<file path="config.mk">
export PLATFORM = sky130hd
export DESIGN_NAME = kyber_dout_reorder
export DESIGN_NICKNAME = d
export VERILOG_FILES = /design/src/rtl/kyber_dout_reorder.sv
export SDC_FILE = /design/constraint.sdc
export NUM_CORES = 2
export LEC_CHECK = 0
export CORE_ASPECT_RATIO = 0.6
export CORE_UTILIZATION = 50
export DETAILED_ROUTE_END_ITERATION = 10
export PLACE_DENSITY_LB_ADDON = 0.15
export SYNTH_ARGS = -nofsm -noshare
export SYNTH_HDL_FRONTEND = slang
export SYNTH_SLANG_ARGS = --single-unit
</file>
<file path="constraint.sdc">
create_clock -name clk -period 11.8 [get_ports clk]
set_input_delay 3.54 -clock clk [delete_from_list [all_inputs] [get_ports clk]]
set_output_delay 3.54 -clock clk [all_outputs]
set_load 0.01 [all_outputs]
</file>
<file path="src/rtl/kyber_dout_reorder.sv">
// Output reorder buffer for the single-PE Kyber multiplier: captures the BRAM-interleaved
// INTT burst (0,128,1,129,...) and replays it in natural order 0..255 on a valid/ready port.
module kyber_dout_reorder #(
    parameter int DW     = 12,
    parameter int RD_LAT = 3
) (
    input  logic          clk,
    input  logic          reset,
    input  logic          start,
    output logic          read_a,
    input  logic [DW-1:0] core_dout,
    output logic [DW-1:0] m_data,
    output logic          m_valid,
    input  logic          m_ready,
    output logic          m_last,
    output logic          busy,
    output logic          done,
    output logic [2:0]    o_dbg_state
);

    // Handshake: a word moves when m_valid && m_ready at a rising edge; once m_valid is
    // raised, m_data/m_last hold and m_valid stays high until that transfer happens.

    typedef enum logic [2:0] {
        S_IDLE    = 3'd0,
        S_REQ     = 3'd1,
        S_WAIT    = 3'd2,
        S_CAPTURE = 3'd3,
        S_DRAIN   = 3'd4
    } state_t;

    state_t          r_state;
    state_t          w_next;

    logic [2:0]      r_wait_cnt;
    logic [7:0]      r_cap_cnt;
    logic [8:0]      r_rd_ptr;

    logic [DW-1:0]   r_mem [0:255];
    logic [DW-1:0]   r_ram_q;
    logic            r_ram_vld;
    logic            r_ram_last;

    logic [DW-1:0]   r_out_data;
    logic            r_out_vld;
    logic            r_out_last;
    logic [DW-1:0]   r_skid_data;
    logic            r_skid_vld;
    logic            r_skid_last;
    logic            r_done;

    logic            w_fire;
    logic            w_last_fire;
    logic [1:0]      w_occ;
    logic            w_rd_en;

    assign w_fire      = r_out_vld & m_ready;
    assign w_last_fire = w_fire & r_out_last;
    // Words held or in flight after this edge; a read may only issue if its data will fit.
    assign w_occ       = 2'(r_out_vld) + 2'(r_skid_vld) + 2'(r_ram_vld) - 2'(w_fire);
    assign w_rd_en     = (r_state == S_DRAIN) && !r_rd_ptr[8] && (w_occ <= 2'd1);

    always_ff @(posedge clk) begin
        if (reset) begin
            r_state <= S_IDLE;
        end else begin
            r_state <= w_next;
        end
    end

    always_comb begin
        w_next = r_state;
        case (r_state)
            S_IDLE:    if (start) w_next = S_REQ;
            S_REQ:     w_next = (RD_LAT == 1) ? S_CAPTURE : S_WAIT;
            S_WAIT:    if (r_wait_cnt == 3'd1) w_next = S_CAPTURE;
            S_CAPTURE: if (r_cap_cnt == 8'd255) w_next = S_DRAIN;
            S_DRAIN:   if (w_last_fire) w_next = S_IDLE;
            default:   w_next = S_IDLE;
        endcase
    end

    always_comb begin
        read_a      = (r_state == S_REQ);
        busy        = (r_state != S_IDLE);
        o_dbg_state = r_state;
    end

    always_ff @(posedge clk) begin
        if (reset) begin
            r_wait_cnt <= '0;
            r_cap_cnt  <= '0;
            r_rd_ptr   <= '0;
            r_done     <= 1'b0;
        end else begin
            if (r_state == S_REQ) begin
                r_wait_cnt <= 3'(RD_LAT - 1);
            end else if (r_state == S_WAIT) begin
                r_wait_cnt <= r_wait_cnt - 3'd1;
            end
            if (r_state == S_CAPTURE) begin
                r_cap_cnt <= r_cap_cnt + 8'd1;
            end else begin
                r_cap_cnt <= '0;
            end
            if (r_state != S_DRAIN) begin
                r_rd_ptr <= '0;
            end else if (w_rd_en) begin
                r_rd_ptr <= r_rd_ptr + 9'd1;
            end
            r_done <= (r_state == S_DRAIN) && w_last_fire;
        end
    end

    // Burst position c lands at natural index c[0]*128 + c[7:1].
    always_ff @(posedge clk) begin
        if (r_state == S_CAPTURE) begin
            r_mem[{r_cap_cnt[0], r_cap_cnt[7:1]}] <= core_dout;
        end
        if (w_rd_en) begin
            r_ram_q <= r_mem[r_rd_ptr[7:0]];
        end
    end

    always_ff @(posedge clk) begin
        if (reset) begin
            r_ram_vld  <= 1'b0;
            r_ram_last <= 1'b0;
        end else begin
            r_ram_vld  <= w_rd_en;
            r_ram_last <= w_rd_en && (r_rd_ptr == 9'd255);
        end
    end

    // Output register fed from the skid first so order is preserved; the skid only fills
    // while the output register is stalled.
    always_ff @(posedge clk) begin
        if (reset) begin
            r_out_data  <= '0;
            r_out_vld   <= 1'b0;
            r_out_last  <= 1'b0;
            r_skid_data <= '0;
            r_skid_vld  <= 1'b0;
            r_skid_last <= 1'b0;
        end else if (r_ram_vld) begin
            if (!r_out_vld || w_fire) begin
                r_out_vld <= 1'b1;
                if (r_skid_vld) begin
                    r_out_data  <= r_skid_data;
                    r_out_last  <= r_skid_last;
                    r_skid_data <= r_ram_q;
                    r_skid_last <= r_ram_last;
                end else begin
                    r_out_data <= r_ram_q;
                    r_out_last <= r_ram_last;
                end
            end else begin
                r_skid_data <= r_ram_q;
                r_skid_last <= r_ram_last;
                r_skid_vld  <= 1'b1;
            end
        end else if (w_fire) begin
            if (r_skid_vld) begin
                r_out_data <= r_skid_data;
                r_out_last <= r_skid_last;
                r_skid_vld <= 1'b0;
            end else begin
                r_out_vld  <= 1'b0;
                r_out_last <= 1'b0;
            end
        end
    end

    assign m_data  = r_out_data;
    assign m_valid = r_out_vld;
    assign m_last  = r_out_last;
    assign done    = r_done;

endmodule

</file>
# Yosys cells after proc, flatten, opt, wreduce, memory -nomap -nowiden
# Memory sizes are Yosys's and may differ from the RTL's. A register that Yosys moved wholly into a read port is not among the register bits.
# Index checks and enable logic that the tools add are counted.
dict set report totals {
  regBits 54
  mem_bits_rw 3072
  input_bits 16
  output_inout_bits 20
  word_cells 92
  n_memories 1
}
dict set report op_classes {
  n_addsub 6
  magnitude_cmp 1
  n_eq_ne 16
  mux 30
  bitwise 3
  reduce_logical 21
}
# memory depth width read_ports rd_ports_with_merged_regs write_ports line
set memory_table {}
lappend memory_table {r_mem 256 12 1 1 1 39} ;# logic [DW-1:0] r_mem [0:255];
# operator n
set op_table {}
lappend op_table {{12-bit 2-to-1 mux} 7}
lappend op_table {{1-bit 2-to-1 mux} 16}
lappend op_table {{3-bit case mux with 5 select lines} 1}
lappend op_table {{2-bit inequality test, second input constant} 7}
lappend op_table {{3-bit 2-to-1 mux} 4}
lappend op_table {{9-bit by 1-bit adder with 9-bit output, second input constant} 1}
lappend op_table {{9-bit by 8-bit == test with 1-bit output, second input constant} 1}
lappend op_table {{8-bit by 1-bit adder with 8-bit output, second input constant} 1}
lappend op_table {{8-bit == test, second input constant} 1}
lappend op_table {{3-bit by 1-bit == test with 1-bit output, second input constant} 2}
lappend op_table {{3-bit by 2-bit == test with 1-bit output, second input constant} 2}
lappend op_table {{2-bit AND reduction} 3}
lappend op_table {{3-bit AND reduction} 2}
lappend op_table {{2-bit nonzero test} 3}
lappend op_table {{2-bit OR reduction} 3}
lappend op_table {{1-bit logical AND} 4}
lappend op_table {{2-bit 2-to-1 mux} 2}
lappend op_table {{4-bit AND reduction} 1}
lappend op_table {{3-bit == test, second input constant} 1}
lappend op_table {{3-bit logical NOT} 1}
lappend op_table {{3-bit inequality test, second input constant} 1}
lappend op_table {{3-bit nonzero test} 1}
lappend op_table {{3-bit by 1-bit subtractor with 3-bit output, second input constant} 1}
lappend op_table {{1-bit by 1-bit adder with 2-bit output} 1}
lappend op_table {{other kinds (8)} 10}

# Logic depth before layout (Yosys ltp)
dict set report logic_depth {
  word_depth 6
  mapped_depth 13
  mapped_depth_nobuf 9
}

# Worst setup path after synthesis
# No wires, ideal clock.
dict set report synth_timing {
  path_kind {input port to flip-flop}
  startpoint {input m_ready}
  endpoint {register r_rd_ptr[6]}
  setup_time_ns 0.128
  t_arrival_ns 6.362
  required_time_ns 11.672
  slack_ns 5.311
  cell_stages 9
  path_buffers 0
  cell_sequence {nand2_1 -> ha_1 -> ha_1 -> a21oi_1 -> xnor2_1 -> nor3_1 -> nand4_1 -> xnor2_1 -> nor2_1}
}
dict set report synth_between {
  elab_chain_len 4
}
# element line
set synth_lines {}
lappend synth_lines {{start: declaration} 14} ;# input logic m_ready,
lappend synth_lines {{1-bit AND} 57} ;# assign w_fire = r_out_vld & m_ready;
lappend synth_lines {{2-bit by 1-bit subtractor with 2-bit output} 60} ;# assign w_occ = 2'(r_out_vld) + 2'(r_skid_vld) + 2'(r_ram_vld) - 2'(w_fire);
lappend synth_lines {{2-bit by 1-bit less-or-equal comparator with 1-bit output} 61} ;# assign w_rd_en = (r_state == S_DRAIN) && !r_rd_ptr[8] && (w_occ <= 2'd1);
lappend synth_lines {{1-bit logical AND} 61}
lappend synth_lines {{net w_rd_en} 55} ;# logic w_rd_en;
lappend synth_lines {{end signal: assignment} 109} ;# r_rd_ptr <= r_rd_ptr + 9'd1;
lappend synth_lines {{end: declaration} 37} ;# logic [8:0] r_rd_ptr;
# The timed path passes the listed nets, and every way through them passes these cells.
# A chain may end at the register's enable or synchronous reset.

# Final worst setup path
dict set report layout_timing {
  startpoint {register r_state[0] (netlist: o_dbg_state[0])}
  endpoint {output read_a}
}
dict set report layout_between {
  elab_chain_len 1
}
# element line
set layout_lines {}
lappend layout_lines {{start: declaration} 32} ;# state_t r_state;
lappend layout_lines {{start signal: assignment} 67} ;# r_state <= w_next;
lappend layout_lines {{3-bit by 1-bit == test with 1-bit output} 84} ;# read_a = (r_state == S_REQ);
lappend layout_lines {{end: declaration} 10} ;# output logic read_a,
# Every way passes these cells.

==> results.sh <==
export IMPL_cts_tree="yes"
export IMPL_switchingPower_mw=4.30
export IMPL_synth_top_area_share_pct=76.3
export IMPL_die_h_um=384
export IMPL_path_max_fanout=12
export IMPL_end_kind="primary output"
export IMPL_synth_cells=5779
export IMPL_rsz0062_at_grt="false"
export IMPL_final_cells=9486
export IMPL_route_detailed_drc=0
export IMPL_routed_wl_mm=363
export IMPL_cp_start_kind="register"
export IMPL_syn_cell_area_mm2=0.121
export IMPL_hold_path_class="register to register"
export IMPL_die_w_um=638
export IMPL_intPower_mw=17.1
export IMPL_worst_ep_arrival_time_ns=2.19
export IMPL_dp_cells=8989
export IMPL_synth_area_leader_cell="edfxtp_1"
export IMPL_post_cts_resized=0
export IMPL_min_to="r_skid_last"
export IMPL_cts_sinks=3138
export IMPL_vias=63200
export IMPL_grt_pass1_vias=59800
export IMPL_area_growth_pct=11.3
export IMPL_worstMarginPinSlew_ns=1.38
export IMPL_htree_levels=5
export IMPL_holdCritStartpoint="r_ram_last"
export IMPL_grt_overflow_total=0
export IMPL_fin_area_mm2=0.135
export IMPL_mostFrequentLayoutCells="3084 x edfxtp_1, 668 x mux4_2, 288 x clkbuf_16, 272 x buf_4, 265 x nor2_1"
export IMPL_combPwrFrac_pct=1.2
export IMPL_seqPwrFrac_pct=57.2
export IMPL_timing_final_crit_period_ns=5.73
export IMPL_dieArea_mm2=0.245
export IMPL_fin_tns_setup_ns=0
export IMPL_placed_cell_area_mm2=0.127
export IMPL_antenna_found_initial=21
export IMPL_p_sw_share_pct=20.1
export IMPL_hold_depth=2
export IMPL_clock_path_buffers=4
export IMPL_maxSlewViolCount=0
export IMPL_fmax_mhz=175
export IMPL_nNetsFinal=6056
export IMPL_cp_required_ns=8.26
export IMPL_synth_seq_area_share_pct=77.2
export IMPL_ir_drop_mv=0.118
export IMPL_track_usage_pct=29.5
export IMPL_dp_hpwl_mm=214
export IMPL_cts_buffers=283
export IMPL_status="finished clean"
export IMPL_ys_ff_latch=3138
export IMPL_clkTransAtPathRegs_ns=0.06
export IMPL_cts_hold_buf=0
export IMPL_synth_flop_cell="edfxtp_1"
export IMPL_drive_above_1_share_pct=24.2
export IMPL_fp_row_count=139
export IMPL_dr_first_iter_drc_count=10900
export IMPL_r2r_cells=9
export IMPL_path_class="register to primary output"
export IMPL_synthArstFlopShare_pct=0
export IMPL_core_mm2=0.240
export IMPL_synth_edff_count=3084
export IMPL_power_density_mw_per_mm2=158
export IMPL_final_core_util_pct=56.2
export IMPL_initial_core_util_pct=50.5
export IMPL_ys_types=72
export IMPL_setup_viol=0
export IMPL_drtPass1Iterations=6
export IMPL_cts_root_buffer="clkbuf_16"
export IMPL_ios=36
export IMPL_synth_warnings=0
export IMPL_finalClockSkew_ns=0.0373
export IMPL_grt_max_degree=157
export IMPL_gp_congestion=0.887
export IMPL_synth_avg_cell_area_um2=21.0
export IMPL_final_antenna_net_count=0
export IMPL_post_cts_setup_buffers=0
export IMPL_via_per_inst=6.66
export IMPL_critPathLaunch="o_dbg_state[0]"
export IMPL_p_leak_nw=40.4
export IMPL_final_common_cell="edfxtp_1"
export IMPL_grt_pass1_wl_mm=496
export IMPL_clock_latency_ns=0.86
export IMPL_power_mw=21.4
export IMPL_synth_net_count=5803
export IMPL_maxSlewHeadroom_pct=7.71
export IMPL_rrSetupSlack_ns=6.15
export IMPL_r2r_start="r_rd_ptr[0]"
export IMPL_finalHoldViolations=0
export IMPL_pwr_share_clk_pct=41.6
export IMPL_r2r_end="r_ram_q[2]"
export IMPL_ys_top_cells_by_area="edfxtp_1 76%, mux4_2 12%, mux2i_1 2.2%"
export IMPL_wl_per_cell_um=38.3
export IMPL_numPortBuffers=35
export IMPL_cap_violations=0
export IMPL_fin_crit_sh_pct=48.6
-- cells by family (layout without fill, tap and decap cells) --
kind of cell | after synthesis | in the layout | share of synthesized area, %
simple gates | 667 | 667 | 2.40
compound gates | 613 | 613 | 3.55
fa+ha+maj | 8 | 8 | 0.0824
flops | 3138 | 3138 | 77.2
buf+inv | 374 | 832 | 1.79
other cells | 0 | 6 | 0
xor+xnor | 15 | 15 | 0.108
mux | 964 | 964 | 14.9
-- how the worst max path moves through the flow --
stage / endpoint
global route: r_ram_q[9]
finish: read_a
global placement: r_rd_ptr[3]
floorplan: r_rd_ptr[6]
CTS: read_a
detailed placement: r_mem[141][3]
-- metal layers --
metal / global-route usage (%) / vias up / wire length [µm]
li1: - / 24700 / -
met1: 45.5 / 33800 / 152000
met2: 39.2 / 4198 / 148000
met3: 11.5 / 523 / 54000
met4: 7.45 / 4 / 9590
met5: 0 / - / 31
-- Yosys cell counts (16+ instances only) --
cell type,count
edfxtp_1,3084
mux4_2,668
nor2_1,369
mux2i_1,262
clkbuf_1,151
a21oi_1,131
a22oi_1,122
nand2_1,106
buf_2,81
nand3_1,65
a221oi_1,63
dfxtp_1,54
o21ai_0,52
a211oi_1,47
buf_6,46
buf_4,40
o22ai_1,40
o221ai_1,38
mux2_2,29
buf_1,25
a31oi_1,23
nor2b_1,23
nor3_1,19
nand2b_1,18
a22o_1,17
nand4_1,16
-- sequential cells by signal (all words and copies together), names as in the netlist --
| signal | cells |
|---|---|
| done | 1 |
| m_data | 12 |
| m_last | 1 |
| m_valid | 1 |
| o_dbg_state | 3 |
| r_cap_cnt | 8 |
| r_mem | 3072 |
| r_ram_last | 1 |
| r_ram_q | 12 |
| r_ram_vld | 1 |
| r_rd_ptr | 9 |
| r_skid_data | 12 |
| r_skid_last | 1 |
| r_skid_vld | 1 |
| r_wait_cnt | 3 |
-- critical path: stages, from the launching register on --
cell             delay (ns)
dfxtp_1                0.54
nor3b_1                0.23
clkdlybuf4s50_1        0.57
-- layout make-up --
cell class              count  area [µm²]
fillers                 17900      105000
flip-flops and latches   3138       93700
multi-input cells        2267       26000
clock buffers             370        7550
well taps                3243        4060
repair buffers            325        2800
clock inverters           120         988
inverters                  17        68.8
diodes                      6        15.0
-- power groups by stage --
stage	Sequential, mW	Clock (mW)	Combinational, mW
finish	12.2	8.91	0.256
global route	12.2	9.38	0.271
global placement	12.5	0	0.240
detailed placement	12.5	0	0.253
floorplan	12.5	0	0.0360
CTS	12.2	8.97	0.252
-- stage by stage --
step / hold slack [ns] / setup slack (ns)
floorplan: 0.431 / 5.31
global placement: 0.471 / 5.59
detailed placement: 0.488 / 5.55
CTS: 0.497 / 6.02
global route: 0.515 / 5.97
finish: 0.492 / 6.07
(Power assumes the default switching activity.)
